### src/rtl/sreg_tx_ctrl.sv
// -----------------------------------------------------------------------------
// sreg_tx_ctrl
//
// Transmit-side controller. It takes one parallel word from a producer through
// a val/rdy handshake and loads it into an internal shift register. It then
// shifts the word out MSB-first, one bit per accepted beat, under an output
// val/rdy handshake. After the last beat it waits a programmable inter-frame
// gap before it accepts another word.
//
// Parameters:
//   NBITS      - data word width and frame length in bits (>= 2)
//   GAP_CYCLES - idle cycles after a frame's last beat before in_rdy returns
//
// Ports:
//   i_clk      - clock, rising edge
//   i_rst_n    - asynchronous active-low reset
//   i_in_val   - producer presents a valid word
//   o_in_rdy   - controller accepts a word this cycle
//   i_in_msg   - parallel word to transmit
//   o_out_val  - o_out_bit is valid
//   i_out_rdy  - consumer accepts o_out_bit this cycle
//   o_out_bit  - current serial bit
//   o_out_sof  - high with the first bit of a frame
//   o_out_last - high with the last bit of a frame
//   o_busy     - high in any state other than IDLE
//
// Optional feature (macro SREG_TX_CTRL_PARITY_EN):
//   When defined, every frame carries one extra even-parity beat after the
//   data bits, and o_out_last moves to that parity beat.
// -----------------------------------------------------------------------------
module sreg_tx_ctrl #(
  parameter int NBITS      = 8,
  parameter int GAP_CYCLES = 1
) (
  input  logic             i_clk,
  input  logic             i_rst_n,
  input  logic             i_in_val,
  output logic             o_in_rdy,
  input  logic [NBITS-1:0] i_in_msg,
  output logic             o_out_val,
  input  logic             i_out_rdy,
  output logic             o_out_bit,
  output logic             o_out_sof,
  output logic             o_out_last,
  output logic             o_busy
);

  localparam int CNT_W = $clog2(NBITS + 1);
`ifdef SREG_TX_CTRL_PARITY_EN
  localparam int LAST_IDX = NBITS;
`else
  localparam int LAST_IDX = NBITS - 1;
`endif
  localparam logic [CNT_W-1:0] LAST_BEAT = CNT_W'(LAST_IDX);

  // The gap counter is kept at least one bit wide so GAP_CYCLES=0 still builds.
  localparam int GAP_W = (GAP_CYCLES > 1) ? $clog2(GAP_CYCLES) : 1;
  localparam logic [GAP_W-1:0] GAP_LAST = GAP_W'((GAP_CYCLES > 0) ? GAP_CYCLES - 1 : 0);

  typedef enum logic [1:0] {IDLE, SHIFT, GAP} state_t;

  state_t           r_state;
  logic [NBITS-1:0] r_shiftReg;
  logic [CNT_W-1:0] r_bitCnt;
  logic [GAP_W-1:0] r_gapCnt;
`ifdef SREG_TX_CTRL_PARITY_EN
  logic             r_parity;
`endif

  logic [NBITS-1:0] w_nextReg;
  logic [CNT_W-1:0] w_nextCnt;
  logic             w_lastBeat;
  logic             w_nextBit;

  assign w_nextReg  = {r_shiftReg[NBITS-2:0], 1'b0};
  assign w_nextCnt  = r_bitCnt + 1'b1;
  assign w_lastBeat = (r_bitCnt == LAST_BEAT);

  // The bit presented on the next beat: the new MSB, or the parity flop
  // once every data bit has gone out.
`ifdef SREG_TX_CTRL_PARITY_EN
  assign w_nextBit = (w_nextCnt == CNT_W'(NBITS)) ? r_parity : w_nextReg[NBITS-1];
`else
  assign w_nextBit = w_nextReg[NBITS-1];
`endif

  // All outputs are registered. They are loaded with the values that belong
  // to the state being entered, so they change on the same edge as the state.
  // o_in_rdy comes up one edge after reset release. That keeps it low for the
  // whole time reset is held. Only a word offered while o_in_rdy is high is
  // accepted.
  always_ff @(posedge i_clk or negedge i_rst_n) begin
    if (!i_rst_n) begin
      r_state    <= IDLE;
      r_shiftReg <= '0;
      r_bitCnt   <= '0;
      r_gapCnt   <= '0;
`ifdef SREG_TX_CTRL_PARITY_EN
      r_parity   <= 1'b0;
`endif
      o_in_rdy   <= 1'b0;
      o_out_val  <= 1'b0;
      o_out_bit  <= 1'b0;
      o_out_sof  <= 1'b0;
      o_out_last <= 1'b0;
      o_busy     <= 1'b0;
    end else begin
      case (r_state)
        IDLE: begin
          if (o_in_rdy && i_in_val) begin
            r_state    <= SHIFT;
            r_shiftReg <= i_in_msg;
            r_bitCnt   <= '0;
`ifdef SREG_TX_CTRL_PARITY_EN
            r_parity   <= ^i_in_msg;
`endif
            o_in_rdy   <= 1'b0;
            o_out_val  <= 1'b1;
            o_out_bit  <= i_in_msg[NBITS-1];
            o_out_sof  <= 1'b1;
            o_out_last <= 1'b0;
            o_busy     <= 1'b1;
          end else begin
            o_in_rdy <= 1'b1;
            o_busy   <= 1'b0;
          end
        end

        SHIFT: begin
          if (i_out_rdy) begin
            if (w_lastBeat) begin
              // The counter returns to 0 rather than incrementing, so it
              // never wraps inside its width.
              r_shiftReg <= '0;
              r_bitCnt   <= '0;
              r_gapCnt   <= '0;
              o_out_val  <= 1'b0;
              o_out_bit  <= 1'b0;
              o_out_sof  <= 1'b0;
              o_out_last <= 1'b0;
              if (GAP_CYCLES > 0) begin
                r_state <= GAP;
              end else begin
                r_state  <= IDLE;
                o_in_rdy <= 1'b1;
                o_busy   <= 1'b0;
              end
            end else begin
              r_shiftReg <= w_nextReg;
              r_bitCnt   <= w_nextCnt;
              o_out_bit  <= w_nextBit;
              o_out_sof  <= 1'b0;
              o_out_last <= (w_nextCnt == LAST_BEAT);
            end
          end
        end

        GAP: begin
          if (r_gapCnt == GAP_LAST) begin
            r_state  <= IDLE;
            o_in_rdy <= 1'b1;
            o_busy   <= 1'b0;
          end else begin
            r_gapCnt <= r_gapCnt + 1'b1;
          end
        end

        default: begin
          r_state <= IDLE;
        end
      endcase
    end
  end

endmodule

### config.mk
export PLATFORM = sky130hd
export DESIGN_NAME = sreg_tx_ctrl
export DESIGN_NICKNAME = d
export VERILOG_FILES = /design/src/rtl/sreg_tx_ctrl.sv
export SDC_FILE = /design/constraint.sdc
export NUM_CORES = 1
export LEC_CHECK = 0
export ABC_AREA = 0
export BUFFER_PORTS_ARGS = -buffer_cell sky130_fd_sc_hd__buf_2
export CORE_ASPECT_RATIO = 1.1
export CORE_UTILIZATION = 30
export CTS_CLUSTER_SIZE = 30
export DETAILED_ROUTE_END_ITERATION = 10
export GPL_TIMING_DRIVEN = 0
export PLACE_DENSITY_LB_ADDON = 0.3
export SLEW_MARGIN = 10
export SYNTH_ARGS = -nofsm -noshare
export SYNTH_HDL_FRONTEND = slang
export SYNTH_SLANG_ARGS = --single-unit
### constraint.sdc
create_clock -name i_clk -period 3.6 [get_ports i_clk]
set_input_delay 0.36 -clock i_clk [delete_from_list [all_inputs] [get_ports i_clk]]
set_output_delay 0.36 -clock i_clk [all_outputs]
set_load 0.05 [all_outputs]
==> Word level (Yosys, flattened, before mapping) <==
Index checks and enable logic that the tools add are counted.
W data, S select, Z words.
{ "word_totals": {"inputBits": 12, "word_cells": 65, "reg_bits": 20, "output_inout_bits": 6} }
{ "classes": {"n_eq_ne": 8, "n_reduce_logical": 10, "n_mux": 35, "addsub": 2} }
{ "op_table": {"columns": ["operator", "count"], "rows": [
  ["$mux W7", 3],
  ["$mux W1", 15],
  ["$pmux W1 S2", 7],
  ["$pmux W7 S2", 1],
  ["$mux W4", 3],
  ["$eq A4 B3 Y1 const B", 2],
  ["$mux W2", 4],
  ["$ne A2 B2 Y1 const B", 4],
  ["$pmux W4 S2", 1],
  ["$reduce_and A4 Y1", 2],
  ["$pmux W2 S3", 1],
  ["$reduce_and A3 Y1", 2],
  ["$reduce_bool A2 Y1", 3],
  ["$add A4 B1 Y4 const B", 1],
  ["$eq A2 B1 Y1 const B", 1],
  ["$eq A2 B2 Y1 const B", 1],
  ["$logic_not A2 Y1", 1],
  ["$reduce_and A2 Y1", 1],
  ["$add A1 B1 Y1 const B", 1],
  ["$logic_and A1 B1 Y1", 1]
]} }

==> Depth between registers and ports, before layout <==
Gate-level depths: netlist of run 1.
{ "logic_depth": {"word_depth": 5, "ltp_mapped": 5, "depth_no_buf": 4} }

==> Worst setup path before layout of run 1 <==
No wires, ideal clock.
{ "synth_timing": {"path_type": "register to register", "start": "register o_in_rdy", "end": "register o_out_bit", "setup_ps": 125, "path_stages_with_launch": 4, "setup_slack_ps": 2059, "n_path_buf": 0, "synth_period_minus_slack_ps": 1541, "arrival_time_ps": 1416, "required_time_ps": 3475, "path_cell_list": "dfrtp_1 -> nand3b_4 -> a21oi_4 -> mux2_2"} }
{ "synth_between": {"elab_chain_cells": 3} }
{ "synth_lines": {"columns": ["element", "line", "source"], "rows": [
  ["from (decl)", "38", "output logic o_in_rdy,"],
  ["from (signal assigned)", "101", "o_in_rdy <= 1'b0;"],
  ["from (signal assigned)", "117", "o_in_rdy <= 1'b0;"],
  ["from (signal assigned)", "124", "o_in_rdy <= 1'b1;"],
  ["$logic_and A1 B1 Y1", "110", "if (o_in_rdy && i_in_val) begin"],
  ["$ne A2 B2 Y1 (no line)", null, null],
  ["$reduce_and A3 Y1 (no line)", null, null],
  ["to (signal assigned)", "119", "o_out_bit <= i_in_msg[NBITS-1];"],
  ["to (signal assigned)", "151", "o_out_bit <= w_nextBit;"],
  ["to (decl)", "42", "output logic o_out_bit,"]
]} }
No other way between the ends.
A chain may end at the register's enable or synchronous reset.

==> Worst setup path after layout of run 1 <==
{ "layout_timing": {"start": "register r_state[0]", "end": "register r_shiftReg[1]"} }
{ "layout_between": {"elab_chain_cells": 3, "word_cells_on_any_way": 7, "cone_classes": "3 x eq/ne; 1 x mux; 3 x reduce/logical"} }
{ "layout_lines": {"columns": ["element", "line", "source"], "rows": [
  ["from (decl)", "62", "state_t r_state;"],
  ["from (signal assigned)", "94", "r_state <= IDLE;"],
  ["from (signal assigned)", "111", "r_state <= SHIFT;"],
  ["from (signal assigned)", "142", "r_state <= GAP;"],
  ["$eq A2 B1 Y1 or $logic_not A2 Y1 (tied branches)", "108", "case (r_state)"],
  ["$ne A2 B2 Y1 (no line) or $reduce_bool A2 Y1 (tied branches)", null, null],
  ["$reduce_and A3 Y1 (no line)", null, null],
  ["to (signal assigned)", "112", "r_shiftReg <= i_in_msg;"],
  ["to (signal assigned)", "149", "r_shiftReg <= w_nextReg;"],
  ["to (decl)", "63", "logic [NBITS-1:0] r_shiftReg;"]
]} }
Several ways; a longest one is shown, not always the timed one.

==> results of run 1 <==
==> placed cells by master, fill, tap and decap left out, drive strengths merged <==
master and count:
dlygate4sd3 1, clkinvlp 1, xor2 1, ha 2, nand2 2, mux2 7, or2 1, buf 20
nor2 2, inv 2, and3b 1, nand3 1, a32o 1, dfrtp 19, mux2i 1, xnor2 1
o21ai 1, nor3 1, a22o 1, nand2b 3, a21oi 3, o2bb2ai 9, clkbuf 4, a21o 4
nand3b 10
==> state kept, by name (all words and copies together) (netlist names) <==
register and cells:
o_out_sof 1, o_in_rdy 1, r_state 2, r_shiftReg 7, r_bitCnt 4, o_busy 1
o_out_val 1, o_out_bit 1, o_out_last 1
==> kinds of logic (layout without fill, tap and decap cells) <==
| group | count (synthesis) | after routing | synth area share, % |
|---|---|---|---|
| and+or+nand+nor | 21 | 21 | 16.0 |
| DFF | 19 | 19 | 50.3 |
| buffers and inverters | 6 | 28 | 3.04 |
| AOI/OAI and AO/OA | 19 | 19 | 16.8 |
| adders and majority gates | 2 | 2 | 2.65 |
| xor gates and xnor gates | 2 | 2 | 1.85 |
| muxes | 8 | 8 | 9.39 |
==> per-layer routing <==
metal / vias to the layer above / track usage [%] / part of all wire [%]
met5: - / 0 / 0
met4: 0 / 9.29 / 3.1
met3: 4 / 1.92 / 2.5
met2: 17 / 21.0 / 52
met1: 330 / 13.9 / 43
li1: 324 / - / -
==> cell type report <==
cell class / instances / area (um2)
Timing Repair Buffer: 18 / 95.1
Sequential cell: 19 / 475
Inverter: 2 / 7.51
Tap cell: 34 / 42.5
Multi-Input combinational cell: 52 / 442
Fill cell: 297 / 1910
Buffer: 4 / 21.3
Clock inverter: 1 / 7.51
Clock buffer: 3 / 22.5
==> metrics by stage <==
| stage | cells | instance area, um2 | hold WS (ns) | utilization, % |
|---|---|---|---|---|
| 5_1_grt | 133 | 1110 | 0.251 | 36.9 |
| 3_5_place_dp | 128 | 1070 | 0.330 | 35.5 |
| 3_3_place_gp | 128 | 1070 | 0.322 | 35.5 |
| 2_1_floorplan | 77 | 946 | 0.0644 | - |
| 4_1_cts | 133 | 1110 | 0.254 | 36.9 |
| 6_report | 133 | 1110 | 0.264 | 36.9 |
==> how the worst min path moves through the flow <==
| stage | start | cells past startpoint | endpoint |
|---|---|---|---|
| 3_5_place_dp | i_rst_n | 1 | o_busy$_DFFE_PN0P_ |
| 6_report | i_in_msg[0] | 2 | r_shiftReg[0]$_DFFE_PN0P_ |
| 3_3_place_gp | i_rst_n | 1 | o_busy$_DFFE_PN0P_ |
| 2_1_floorplan | i_rst_n | 0 | o_busy$_DFFE_PN0P_ |
| 5_1_grt | i_in_msg[0] | 2 | r_shiftReg[0]$_DFFE_PN0P_ |
| 4_1_cts | i_in_msg[0] | 2 | r_shiftReg[0]$_DFFE_PN0P_ |
==> what timing repair did <==
action / 4_1_cts / 5_1_grt
setup buffers: 0 / 0
hold buffers: 1 / 0
endpoints found under the hold margin: 19 / 0
==> critical path, delay by kind of cell, from the launching register on <==
kind            cells  cell delay, ns
compound gates      1            0.31
mux                 1            0.38
flops               1            0.43
simple gates        1            0.18
==> where the power goes <==
group | internal (mW) | leakage (nW) | switching (mW)
Combinational | 0.202 | 0.281 | 0.281
Clock | 0.0425 | 0.0139 | 0.0736
Sequential | 0.305 | 0.236 | 0.0626
Total | 0.549 | 0.531 | 0.417
==> metrics.md, run 1 <==
| Metric | Value |
|---|---|
| Syn nets | 91 |
| First-pass GRT wire length | 3.07 mm |
| Clock Sinks | 19 |
| Die H | 60.9 um |
| Clock buffer depth | 2 |
| Post-layout min period | 1.42 ns |
| Fmax | 705 MHz |
| DR vias | 675 |
| CTS root buf | clkbuf_4 |
| # rows | 21 |
| Dominant cell type by area after synthesis | dfrtp_1 |
| Run status | finished, final reports clean |
| Total power | 966 uW |
| Top-area cell type share of the netlist area | 50.3% |
| Final hold vios | 0 |
| Gr usage total | 12.2% |
| Worst IR drop on VDD | 508 uV |
| Most frequent cell after synthesis | dfrtp_1 |
| CP cell instances | nand3b_4 -> a21oi_4 -> mux2_2 |
| Largest net degree at the start of global routing | 20 |
| TritonCTS clock tree | yes |
| Tightest Pin Transition | 0.433 ns |
| Fin Setup TNS | 0 ns |
| Final #Nets | 114 |
| Sequential area share after synthesis | 50.3% |
| Max-slew violations | 0 |
| Max-Cap Viols | 0 |
| Share of post-route cells with drive strength above 1 | 35.4% |
| Worst EP arrival | 1.62 ns |
| Initial antenna violation count | 0 |
| Skew final | 0.00851 ns |
| Core Region | 0.00302 mm2 |
| Antenna diodes | 0 |
| FF-to-FF path depth | 3 |
| Post-synth top cells | 19 x dfrtp_1, 9 x nand3b_1, 9 x o2bb2ai_1 |
| Crit Path Class | flop to flop |
| Synthesis Warnings | 0 |
| Starting DRT DRC Count | 22 |
| H-tree level count | 1 |
| Critical path launch point type | flop |
| Routed Wire Length | 1.86 mm |
| Critical Path Sink | r_shiftReg[1]$_DFFE_PN0P_ |
| Syn Inst Count | 77 |
| Routed Antenna Nets | 0 |
| Slowest CP cell | dfrtp_1 |
| Worst setup EP type | flop |
| Pre-CTS WS | 2.20 ns |
| DRC | 0 |
| Post-Syn Area per Cell | 12.3 um2 |
| Post-synthesis async set-or-reset flop share | 100% |
| CP required | 3.80 ns |
| Post-Synthesis Cell Area | 946 um2 |
| Synth top area cells | dfrtp_1 50%, mux2_2 8.3%, o2bb2ai_1 8.3% |
| FF-to-FF End | r_shiftReg[1]$_DFFE_PN0P_ |
| Final period util | 39.4% |
| Area delta synth->final | 17.7% |
| 1st-pass router iterations | 5 |
| Chip width | 55.5 um |
| Cell variety after synth | 26 |
| Clock Latency Late Sink | 0.31 ns |
| Post-cts gate resize count | 0 |
| Critical path fanouts, max | 8 |
| Number of buffers created by CTS | 3 |
| Pleak | 0.531 nW |
| Post-synth EDFFs | 0 |
| RSZ-0062 raised after global routing | no |
| Slew HR | 71.1% |
| Vias in the first global route | 667 |
| Hold Crit Class | primary input to flop |
| Final worst slack | 2.18 ns |
| WL/cell | 14.0 um |
| Worst r2r src | r_state[0]$_DFFE_PN0P_ |
| CP peak stage delay | 0.43 ns |
| Clk slew on worst S/H paths | 0.12 ns |
| Main flop type after synthesis | dfrtp_1 |
| Die ar. | 0.00338 mm2 |
| I/O Pins | 18 |
| GRT overflow | 0 |
| Worst setup startpoint | r_state[0]$_DFFE_PN0P_ |
| RePlAce Congestion | 0.723 |
| Pwr per Cell Area | 868 mW/mm2 |
| Detailed placement HPWL | 1.33 mm |
| Final setup violation count | 0 |
| I/O Buffers | 17 |
| Vias/cell | 5.08 |
| Reg2Reg Setup Slack | 2.18 ns |
| #FFs+latches synth | 19 |
| Initial Util | 31.3% |
No activity file was read; power rests on OpenSTA's default activity.
==> inputs of run 2 (changes only) <==
==> constraint.sdc (replaced) <==
create_clock -name i_clk -period 1.35 [get_ports i_clk]
set_input_delay 0.135 -clock i_clk [delete_from_list [all_inputs] [get_ports i_clk]]
set_output_delay 0.135 -clock i_clk [all_outputs]
set_load 0.05 [all_outputs]
==> metrics.md, run 2 (synthesis gave the netlist of run 1 again) <==
| Metric | Value |
|---|---|
| DR vias | 717 (+6.2%) |
| I/O Buffers | 17 (unchanged) |
| Cell area after layout | 0.00118 mm2 (+6.0%) |
| Sw Ratio | 41.5% (-1.7 points) |
| Final hold vios | 0 (unchanged) |
| Critical path launch point type | flop |
| Final std cells w/o fill | 138 (+3.8%) |
| Initial Util | 31.3% (unchanged) |
| Crit Path Class | flop to flop |
| Initial antenna violation count | 0 (unchanged) |
| Max-slew violations | 0 (unchanged) |
| CP required | 1.54 ns (-2.26 ns) |
| 1st-pass router iterations | 4 (-1) |
| Antenna diodes | 0 (unchanged) |
| Vias in the first global route | 644 (-3.4%) |
| Worst IR drop on VDD | 1020 uV (+100%) |
| Slew HR | 70.7% (-0.40 points) |
| Failing checks | setup timing |
| P_int | 1.59 mW (+190%) |
| Clock power share | 10.4% (-1.6 points) |
| Final worst slack | -0.00304 ns (-2.18 ns) |
| Net Sw Power | 1.13 mW (+170%) |
| Detailed placement HPWL | 1.32 mm (-0.88%) |
| Total power | 2.72 mW (+180%) |
| Routed Antenna Nets | 0 (unchanged) |
| Layout fillers | 290 (-2.4%) |
| Pwr per Cell Area | 2300 mW/mm2 (+170%) |
| Pleak | 0.560 nW (+5.5%) |
| Final setup violation count | 1 (+1) |
| Clock buffer depth | 2 (unchanged) |
| Post-layout util | 39.0% (+2.2 points) |
| Placement Cell Area | 0.00107 mm2 (+0.12%) |
| Clock Latency Late Sink | 0.29 ns (-0.02 ns) |
| Reg2Reg Setup Slack | -0.003 ns (-2.18 ns) |
| Number of buffers created by CTS | 3 (unchanged) |
| Worst EP arrival | 1.54 ns (-0.08 ns) |
| CTS root buf | clkbuf_4 |
| DRC | 0 (unchanged) |
| Clk slew on worst S/H paths | 0.10 ns (-0.02 ns) |
| I/O Pins | 18 (unchanged) |
| First-pass GRT wire length | 2.93 mm (-4.7%) |
| Core Region | 0.00302 mm2 (unchanged) |
| Comb power frac | 53.6% (+3.7 points) |
| Worst setup EP type | flop |
| RSZ-0062 raised after global routing | yes |
| Die H | 60.9 um (unchanged) |
| Pre-CTS WS | -0.0482 ns (-2.25 ns) |
| TritonCTS clock tree | yes |
| RePlAce Congestion | 0.701 (-3.0%) |
| Inst Count DP | 128 (unchanged) |
| Post-layout min period | 1.35 ns (-0.0658 ns) |
| Area delta synth->final | 24.7% |
| Chip width | 55.5 um (unchanged) |
| Routed Wire Length | 1.88 mm (+0.70%) |
| Skew final | 0.00197 ns (-0.00653 ns) |
| Vias/cell | 5.20 (+2.4%) |
| Largest registers | r_shiftReg: 7 flops, r_bitCnt: 4 flops, r_state: 2 flops |
| Run status | finished with violations |
| GRT overflow | 0 (unchanged) |
| Die ar. | 0.00338 mm2 (unchanged) |
| Final period util | 100% (+61 points) |
| Max-Cap Viols | 0 (unchanged) |
| Fin Setup TNS | -0.00304 ns (-0.00304 ns) |
| Largest Register | r_shiftReg |
| Fin Hold WS | 0.0557 ns (-0.209 ns) |
| # rows | 21 (unchanged) |
| Final #Nets | 119 (+4.4%) |
| Clock Sinks | 19 (unchanged) |
| WL/cell | 13.6 um (-3.0%) |
| Tightest Pin Transition | 0.440 ns (+0.00601 ns) |
| Most frequent cells in the layout | 18 x buf_2, 18 x dfrtp_1, 9 x nand3b_1, 9 x o2bb2ai_1 |
| Hold Crit Class | primary input to flop |
| Gr usage total | 11.6% (-0.56 points) |
| Critical path fanouts, max | 8 (unchanged) |
| Fmax | 739 MHz (+4.9%) |
| H-tree level count | 1 (unchanged) |
| Largest net degree at the start of global routing | 20 (unchanged) |
| Max reg flops | 7 (unchanged) |
| Share of post-route cells with drive strength above 1 | 40.4% (+5.0 points) |
| Flop pwr share | 36.0% (-2.0 points) |
| Starting DRT DRC Count | 16 (-27%) |
==> run 2: changes by cell type in the layout (fill, tap and decap cells not counted), sizes merged <==
| cell | change |
|---|---|
| buf | +6 |
| clkinvlp | -1 |
==> run 2: repair_timing <==
action | in CTS | in global routing
endpoints found under the setup margin | 8 | 13
hold buffers | 1 | 0
gates resized for setup | 2 | 5
setup buffers | 4 | 2
pin swaps | 1 | 1
hold endpoints to repair | 19 | 0
==> run 2: path summary, 6_finish.rpt <==
kind | from | depth (start not counted) | to
worst max register to register | r_state[0]$_DFFE_PN0P_ | 3 | r_shiftReg[6]$_DFFE_PN0P_
worst min-delay path | i_in_msg[0] | 2 | r_shiftReg[0]$_DFFE_PN0P_
worst max-delay path | r_state[0]$_DFFE_PN0P_ | 3 | r_shiftReg[6]$_DFFE_PN0P_
worst min register to register | o_out_sof$_DFFE_PN0P_ | 1 | o_out_sof$_DFFE_PN0P_
max in group asynchronous | i_rst_n | 2 | o_in_rdy$_DFFE_PN0P_
min in group asynchronous | i_rst_n | 2 | o_out_val$_DFFE_PN0P_
==> run 2: power groups by stage <==
stage / clock network, mW / registers, mW / logic, mW
after global placement: 0 / 0.983 / 1.27
after CTS: 0.298 / 0.965 / 1.41
after floorplan: 0 / 1.23 / 0.765
final: 0.284 / 0.978 / 1.46
after detailed placement: 0 / 0.995 / 1.30
after global routing: 0.323 / 1.02 / 1.58
==> run 2: area by class of cell <==
| cell class | instances | area, um2 | share of cell area, % |
|---|---|---|---|
| flip-flops and latches | 19 | 477 | 40.4 |
| repair buffers | 24 | 140 | 11.9 |
| well taps | 34 | 42.5 | 3.61 |
| clock buffers | 4 | 26.3 | 2.23 |
| inverters | 2 | 7.51 | 0.636 |
| multi-input cells | 52 | 463 | 39.2 |
| plain buffers | 3 | 23.8 | 2.01 |
==> run 2: critical path, cell delays in order, from the launching register on <==
cell      delay, ns
dfrtp_1        0.41
nand3b_4       0.17
a21oi_4        0.28
mux2_2         0.38
==> run 2: routing by layer <==
layer | track usage [%] | part of all wire, % | up-vias
met1 | 14.6 | 47 | 361
met3 | 1.28 | 2.1 | 5
met5 | 0 | 0 | -
met2 | 19.4 | 49 | 14
met4 | 7.50 | 2.5 | 0
li1 | - | - | 337
